==> src/rtl/risc_toy_sysctl.sv <==
// risc_toy_sysctl
// System-control responder on the RISC_TOY_CORE data-memory bus. A running
// program uses a small MMIO window to report its exit status, write console
// bytes, and read a free-running 64-bit cycle counter. An optional watchdog
// halts the run if the program never reports.
//
// Ports:
//   clk, rst_n               clock, synchronous active-low reset
//   bus_req/we/addr/wdata    single-cycle bus access, always accepted
//   bus_hit                  combinational: request falls inside the window
//   bus_rvalid/bus_rdata     read response, one cycle after a read hit
//   con_valid/data/ready     console byte FIFO output (valid/ready pop)
//   halted/pass/fail         run status, sticky until reset
//   timeout/exit_code        watchdog indication and latched exit code
module risc_toy_sysctl #(
   parameter int                ADDR_W     = 32,
   parameter int                XLEN       = 32,
   parameter logic [ADDR_W-1:0] BASE_ADDR  = ADDR_W'(32'hFFFF_0000),
   parameter int                FIFO_DEPTH = 8,
   parameter logic [63:0]       TIMEOUT    = 64'd0
) (
   input  logic              clk,
   input  logic              rst_n,
   input  logic              bus_req,
   input  logic              bus_we,
   input  logic [ADDR_W-1:0] bus_addr,
   input  logic [XLEN-1:0]   bus_wdata,
   output logic              bus_hit,
   output logic              bus_rvalid,
   output logic [XLEN-1:0]   bus_rdata,
   output logic              con_valid,
   output logic [7:0]        con_data,
   input  logic              con_ready,
   output logic              halted,
   output logic              pass,
   output logic              fail,
   output logic              timeout,
   output logic [XLEN-2:0]   exit_code
);

   localparam int PTR_W = $clog2(FIFO_DEPTH);
   localparam int CNT_W = PTR_W + 1;

   localparam logic [0:0] ST_RUN    = 1'b0;
   localparam logic [0:0] ST_HALTED = 1'b1;

   logic [0:0]       state_q, state_d;
   logic [63:0]      cnt_q, cnt_d;
   logic [31:0]      hi_shadow_q, hi_shadow_d;
   logic             rvalid_q, rvalid_d;
   logic [XLEN-1:0]  rdata_q, rdata_d;
   logic [PTR_W-1:0] wr_ptr_q, wr_ptr_d;
   logic [PTR_W-1:0] rd_ptr_q, rd_ptr_d;
   logic [CNT_W-1:0] count_q, count_d;
   logic             overflow_q, overflow_d;
   logic             timeout_q, timeout_d;
   logic [XLEN-2:0]  exit_q, exit_d;
   logic [7:0]       mem_q [FIFO_DEPTH];

   logic [ADDR_W-1:0] offset;
   logic [2:0]        reg_sel;
   logic              run;
   logic              tohost_exit;
   logic              wdog_fire;
   logic              push_req;
   logic              push;
   logic              pop;
   logic              full;
   logic [XLEN-1:0]   status;

   // An address below the base wraps to a huge offset, so one unsigned
   // compare covers both ends of the window.
   assign offset  = bus_addr - BASE_ADDR;
   assign reg_sel = offset[4:2];
   assign bus_hit = bus_req && (offset < ADDR_W'(20));
   assign run     = (state_q == ST_RUN);

   assign con_valid = (count_q != '0);
   assign con_data  = con_valid ? mem_q[rd_ptr_q] : 8'h00;

   always_comb begin
      status     = '0;
      status[16] = overflow_q;
      status[15:8] = 8'(count_q);
      status[2]  = timeout_q;
      status[1]  = (state_q == ST_HALTED);
      status[0]  = con_valid;
   end

   // Next-state logic: bus decode, FIFO bookkeeping, counter and halt control.
   // A pop in the same cycle frees a slot, so a push into a full FIFO is only
   // dropped when nothing is leaving.
   always_comb begin
      state_d     = state_q;
      cnt_d       = cnt_q;
      hi_shadow_d = hi_shadow_q;
      rvalid_d    = 1'b0;
      rdata_d     = '0;
      wr_ptr_d    = wr_ptr_q;
      rd_ptr_d    = rd_ptr_q;
      count_d     = count_q;
      overflow_d  = overflow_q;
      timeout_d   = timeout_q;
      exit_d      = exit_q;

      tohost_exit = bus_hit && bus_we && (reg_sel == 3'd0) && bus_wdata[0] && run;
      wdog_fire   = (TIMEOUT != 64'd0) && run && (cnt_q == TIMEOUT - 64'd1);
      push_req    = bus_hit && bus_we && (reg_sel == 3'd1) && run;
      pop         = con_valid && con_ready;
      full        = (count_q == CNT_W'(FIFO_DEPTH));
      push        = push_req && (!full || pop);

      if (push_req && !push) begin
         overflow_d = 1'b1;
      end
      if (push) begin
         wr_ptr_d = wr_ptr_q + 1'b1;
      end
      if (pop) begin
         rd_ptr_d = rd_ptr_q + 1'b1;
      end
      count_d = count_q + CNT_W'(push) - CNT_W'(pop);

      if (run) begin
         cnt_d = cnt_q + 64'd1;
      end

      // The program's own exit report takes priority over the watchdog.
      if (tohost_exit) begin
         state_d   = ST_HALTED;
         exit_d    = bus_wdata[XLEN-1:1];
         timeout_d = 1'b0;
      end else if (wdog_fire) begin
         state_d   = ST_HALTED;
         exit_d    = '1;
         timeout_d = 1'b1;
      end

      // Reading the low word freezes the high word so a later HI read is
      // consistent with it even if the counter carries in between.
      if (bus_hit && !bus_we) begin
         rvalid_d = 1'b1;
         case (reg_sel)
            3'd2: rdata_d = status;
            3'd3: begin
               rdata_d     = XLEN'(cnt_q[31:0]);
               hi_shadow_d = cnt_q[63:32];
            end
            3'd4:    rdata_d = XLEN'(hi_shadow_q);
            default: rdata_d = '0;
         endcase
      end
   end

   always_ff @(posedge clk) begin
      if (!rst_n) begin
         state_q     <= ST_RUN;
         cnt_q       <= '0;
         hi_shadow_q <= '0;
         rvalid_q    <= 1'b0;
         rdata_q     <= '0;
         wr_ptr_q    <= '0;
         rd_ptr_q    <= '0;
         count_q     <= '0;
         overflow_q  <= 1'b0;
         timeout_q   <= 1'b0;
         exit_q      <= '0;
      end else begin
         state_q     <= state_d;
         cnt_q       <= cnt_d;
         hi_shadow_q <= hi_shadow_d;
         rvalid_q    <= rvalid_d;
         rdata_q     <= rdata_d;
         wr_ptr_q    <= wr_ptr_d;
         rd_ptr_q    <= rd_ptr_d;
         count_q     <= count_d;
         overflow_q  <= overflow_d;
         timeout_q   <= timeout_d;
         exit_q      <= exit_d;
      end
   end

   // FIFO storage needs no reset: occupancy is tracked by the pointers and
   // count, and con_data is masked while the FIFO is empty.
   always_ff @(posedge clk) begin
      if (push) begin
         mem_q[wr_ptr_q] <= bus_wdata[7:0];
      end
   end

   assign bus_rvalid = rvalid_q;
   assign bus_rdata  = rdata_q;
   assign halted     = (state_q == ST_HALTED);
   assign timeout    = timeout_q;
   assign exit_code  = exit_q;
   assign pass       = halted && (exit_q == '0) && !timeout_q;
   assign fail       = halted && !pass;

`ifdef SIM
   always @(posedge clk) begin
      if (rst_n && bus_hit) begin
         assert (bus_addr[1:0] == 2'b00)
            else $error("risc_toy_sysctl: misaligned access to 0x%08h", bus_addr);
      end
      if (rst_n && con_valid) begin
         assert (!$isunknown(con_ready))
            else $error("risc_toy_sysctl: con_ready is unknown while con_valid");
      end
   end
`endif

endmodule

==> config.mk <==
export PLATFORM = sky130hd
export DESIGN_NAME = risc_toy_sysctl
export DESIGN_NICKNAME = d
export VERILOG_FILES = /design/src/rtl/risc_toy_sysctl.sv
export SDC_FILE = /design/constraint.sdc
export NUM_CORES = 1
export LEC_CHECK = 0
export ABC_AREA = 1
export CAP_MARGIN = 10
export CORE_MARGIN = 2
export CORE_UTILIZATION = 49
export CTS_BUF_LIST = sky130_fd_sc_hd__clkbuf_4 sky130_fd_sc_hd__clkbuf_8 sky130_fd_sc_hd__clkbuf_16
export DETAILED_ROUTE_END_ITERATION = 8
export PLACE_DENSITY = 0.83
export SLEW_MARGIN = 30
export SYNTH_ARGS = -nofsm -noshare
export SYNTH_HDL_FRONTEND = slang
export SYNTH_SLANG_ARGS = --single-unit
==> constraint.sdc <==
create_clock -name clk -period 6.32 [get_ports clk]
set_clock_uncertainty 0.2 [all_clocks]
set_input_delay 1.264 -clock clk [delete_from_list [all_inputs] [get_ports clk]]
set_output_delay 1.264 -clock clk [all_outputs]
set_load 0.03 [all_outputs]
# After elaboration in Yosys (flattened, before gate mapping)
# Memory sizes are Yosys's and may differ from the RTL's. A register that Yosys moved wholly into a read port is not among the register bits.
# Index checks and enable logic that the tools add are counted.
# word_totals
out_inout_bits	78
latch_bits	0
ramBits	64
register_bits	172
inputBits	69
mem_count	1
wordCells	54
romBits	0
# mem_list
name	words	width	read_ports	rd_clocked_by_memory_dff	wr	line_no	source
mem_q	8	8	1	1	1	58	logic [7:0] mem_q [FIFO_DEPTH];
# op_classes
bitwise	1
mux	7
n_lt_le_gt_ge	1
add_sub_neg	6
shift	0
div	0
n_reduce_logical	23
multipliers	0
eq_ne	5
# ops
op	n
$pmux W32 S3	1
$add A64 B1 Y64 const B	1
$lt A32 B5 Y1 const B	1
$sub A32 B32 Y32 const B	1
$logic_not A31 Y1	1
$logic_and A1 B1 Y1	13
$mux W8	1
$add A3 B1 Y3 const B	2
$eq A3 B2 Y1 const B	2
$mux W3	2
$add A4 B1 Y4	1
$eq A4 B4 Y1 const B	1
$logic_not A1 Y1	4
$reduce_and A2 Y1	2
$reduce_bool A4 Y1	1
$sub A4 B1 Y4	1
$eq A3 B1 Y1 const B	1
$eq A3 B3 Y1 const B	1
$logic_not A3 Y1	1
$mux W1	3
$logic_or A1 B1 Y1	1
$not A1 Y1	1

# Logic depth before layout (Yosys ltp)
# logic_depth
word_depth	9
ltp_mapped	16
mapped_depth_nobuf	16

# Worst setup path after synthesis
# OpenSTA, ideal clock, no wires.
# synth_timing
path_type	in2out
from	input port bus_addr[20]
to	output port bus_hit
arrival_time_ps	2243
path_stages	10
required_time_ps	4856
slack_ps	2613
n_path_buf	0
cell_sequence	nand2_1 nor2_1 nand2_1 nor2_4 inv_2 nand2_1 nand2_1 nor2_1 nand3_2 inv_1
# synth_via
elab_chain_cells	3
# synth_lines
element	line_no	source
from (decl)	26	input logic [ADDR_W-1:0] bus_addr,
$sub A32 B32 Y32	73	assign offset = bus_addr - BASE_ADDR;
$lt A32 B5 Y1	75	assign bus_hit = bus_req && (offset < ADDR_W'(20));
$logic_and A1 B1 Y1	75	
to (decl)	28	output logic bus_hit,
# Every way passes these cells.

# Final worst setup path
# layout_timing
from	input port bus_addr[24]
to	output port bus_hit
# The elaborated chain is that of the path after synthesis.

==> results.toml <==
[yosys]
syn_area_um2 = 11200
synth-simple-area-share_pct = 31.5
synth_xor_area_share_pct = 2.03
synth_cell_types = 46
synth-edff-count = 64
async_flop_share_pct = 0
synth.area.mux_share_pct = 0
synth_top_family_by_area = "simple AND/OR/NAND/NOR gates"
synth-seq-area-share_pct = 48.5
syn_nets = 1526
synth_compound_area_share_pct = 9.93
ys.flop_type = "dfxtp_1"
ys_warn_count = 0
synthCells = 1448
yosys.area_share.adder_pct = 1.07
syn_area_per_cell_um2 = 7.73
ys_ff_latch = 239

[clock_tree]
cts_buffers = 25
clkSinkCount = 239
cts_tree = "built"
h-tree-depth = 1
cts_setup_buffers = 0
clock_latency_ns = 0.54
clockRootBuffer = "clkbuf_16"
clockBufferDepth = 3
clk_pin_slew_worst_paths_ns = 0.06
ctsResizeCount = 0
ctsHoldBuffers = 0

[worst_setup_path]
crit_arrival_ns = 3.43
crit_top_cell = "nand2_1"
slowest_delay_ns = 0.67
startpoint = "bus_addr[24]"
reg2regPathDepth = 9
crit_buf_inv = 5
cp-end-kind = "output pin"
crit_end = "bus_hit"
crit_type = "input port to output pin"
critPathTopFamily = "buffers and inverters"
worst-path-stages = 12
crit_fanout = 5
timing.rr.end = "mem_q[0][0]"
r2r_setup_slack_ns = 3.20
crit_path_cell_trace = "clkdlybuf4s50_1, nand2_1, nor2_2, inv_1, nor2_4, inv_2, nand2_1, nand2_1, nor2_1, nand3_2, inv_1, clkdlybuf4s50_1"
cp.required_ns = 4.86
r2r_start = "count_q[2]"
cp_slowest_cell = "clkdlybuf4s50_1"
cp-start-kind = "input port"

[timing]
setup_viol = 0
final.min_clock_period_ns = 4.90
max_slew_margin_pct = 42.2
finalMaxSlewViolations = 0
final_hold_viol_count = 0
rsz0062_at_grt = "no"
tightest_slew_ns = 0.866
fin_ws_ns = 1.42
clock.fmax_mhz = 204
min_period_over_period_pct = 77.5
tns_ns = 0

[final_layout]
drive_above_1_share_pct = 6.53
area_growth_syn_to_layout_pct = 21.3
fin_nets = 1640
layout_common_cells = "318 x nand2_1, 220 x nor2_1, 175 x dfxtp_1"
n_antenna_cell = 0
final_common_cell = "nand2_1"
fillCellCount = 1915
fin_util_pct = 60.4
regArea_um2 = 5430
multi_input_area_um2 = 5000
final_area_um2 = 13600

[placed_design]
gp_congestion = 0.944
place_ws_ns = 1.44
port-buffer-count = 143
place_area_um2 = 12700
hpwl_um = 21700

[global_route]
first_global_vias = 9888
grt_pass1_wl_um = 50200
grt_usage_pct = 25.6
grt_overflow = 0
antenna_found_initial = 0
grt_max_degree = 71

[power_and_ir_drop]
irDropWorstVdd_v = 0.000183
p_per_area_nw_per_um2 = 273
p_leak_uw = 0.00463
total_power_uw = 3710

[floorplan]
core_region_area_um2 = 22500
die-area_um2 = 24100
die_y_um = 155
num_rows = 55
die_w_um = 155
ios = 147
initial_utilization_pct = 49.8

[status]
status = "completed"

[routing]
drtIter0Drc = 878
wl_um = 31400
vias = 10347
avgViaCountPerCell = 5.55
drt_pass1_iterations = 8
drc = 0
ant_nets = 0
wl_per_cell_um = 16.8

[min_path]
holdPathStages = 2
hold_class = "flop to flop"

[run]
max_cap_violations = 0
worst min-delay path: cells and delay by family, from the launching register on:
family | cells | cell delay [ns]
DFF | 1 | 0.31
and+or+nand+nor | 1 | 0.06
AOI/OAI and AO/OA | 1 | 0.05
cell usage after synthesis, drive strengths merged, types with 2 or more instances:
| master | instances | share of area (%) |
|---|---|---|
| ha | 8 | 0.89 |
| buf | 23 | 1.8 |
| xnor2 | 8 | 0.63 |
| nor2 | 237 | 8.7 |
| o21a | 2 | 0.13 |
| a21oi | 115 | 5.2 |
| dfxtp | 175 | 31 |
| o22ai | 14 | 0.78 |
| nor3b | 7 | 0.51 |
| o21ai | 68 | 3.0 |
| and3 | 4 | 0.23 |
| xor2 | 18 | 1.4 |
| nand4 | 66 | 3.7 |
| nor4 | 10 | 0.56 |
| nand3 | 83 | 4.0 |
| a31oi | 8 | 0.45 |
| clkbuf | 43 | 1.4 |
| nor3 | 41 | 2.1 |
| nand2 | 328 | 11 |
| edfxtp | 64 | 17 |
| and2 | 2 | 0.11 |
| a221oi | 2 | 0.16 |
| inv | 111 | 3.7 |
| nand3b | 5 | 0.34 |
kinds of logic (layout without fill, tap and decap cells):
kind of cell,after synthesis,count (layout)
other cells,1,1
simple gates,784,784
flops,239,239
compound gates,212,212
xor+xnor,26,26
fa+ha+maj,9,9
buf+inv,177,307
stage by stage:
| stage | hold slack [ns] | instances |
|---|---|---|
| 2_1_floorplan | 0.233 | 1448 |
| 3_3_place_gp | 0.248 | 1819 |
| 3_5_place_dp | 0.255 | 1819 |
| 4_1_cts | 0.264 | 1862 |
| 5_1_grt | 0.274 | 1863 |
| 6_report | 0.266 | 1863 |
state kept, by name, indices dropped and copies added (netlist names), named ones only:
name,count
wr_ptr_q,3
halted,1
bus_rdata,32
hi_shadow_q,32
count_q,4
overflow_q,1
exit_code,31
mem_q,64
cnt_q,64
rd_ptr_q,3
bus_rvalid,1
where the power goes:
part	switching (µW)	internal, µW	total, µW
Combinational	357	212	569
Clock	615	908	1520
Sequential	26.5	1590	1620
how the worst min path moves through the flow:
stage / slack (ns) / start / endpoint
after floorplan: 0.23 / rd_ptr_q[2] / flop
after global placement: 0.25 / rd_ptr_q[2] / rd_ptr_q[2]
after detailed placement: 0.26 / hi_shadow_q[15] / hi_shadow_q[15]
after CTS: 0.26 / hi_shadow_q[15] / hi_shadow_q[15]
after global routing: 0.27 / rd_ptr_q[2] / flop
final: 0.27 / hi_shadow_q[6] / hi_shadow_q[6]
metal layers:
layer	vias up	GRT usage (%)	part of all wire, %
met5	-	0	0
met4	0	8.73	3.2
met3	80	4.07	7.0
met2	424	44.8	48
met1	4782	32.4	42
li1	5061	-	-
layout make-up:
class,count,share of cell area [%]
Clock buffer,33,5.44
Timing Repair Buffer,153,11.2
Sequential cell,239,39.9
Inverter,111,3.08
Tap cell,285,2.63
Clock inverter,10,0.884
Multi-Input combinational cell,1032,36.8
(Power assumes the default switching activity.)
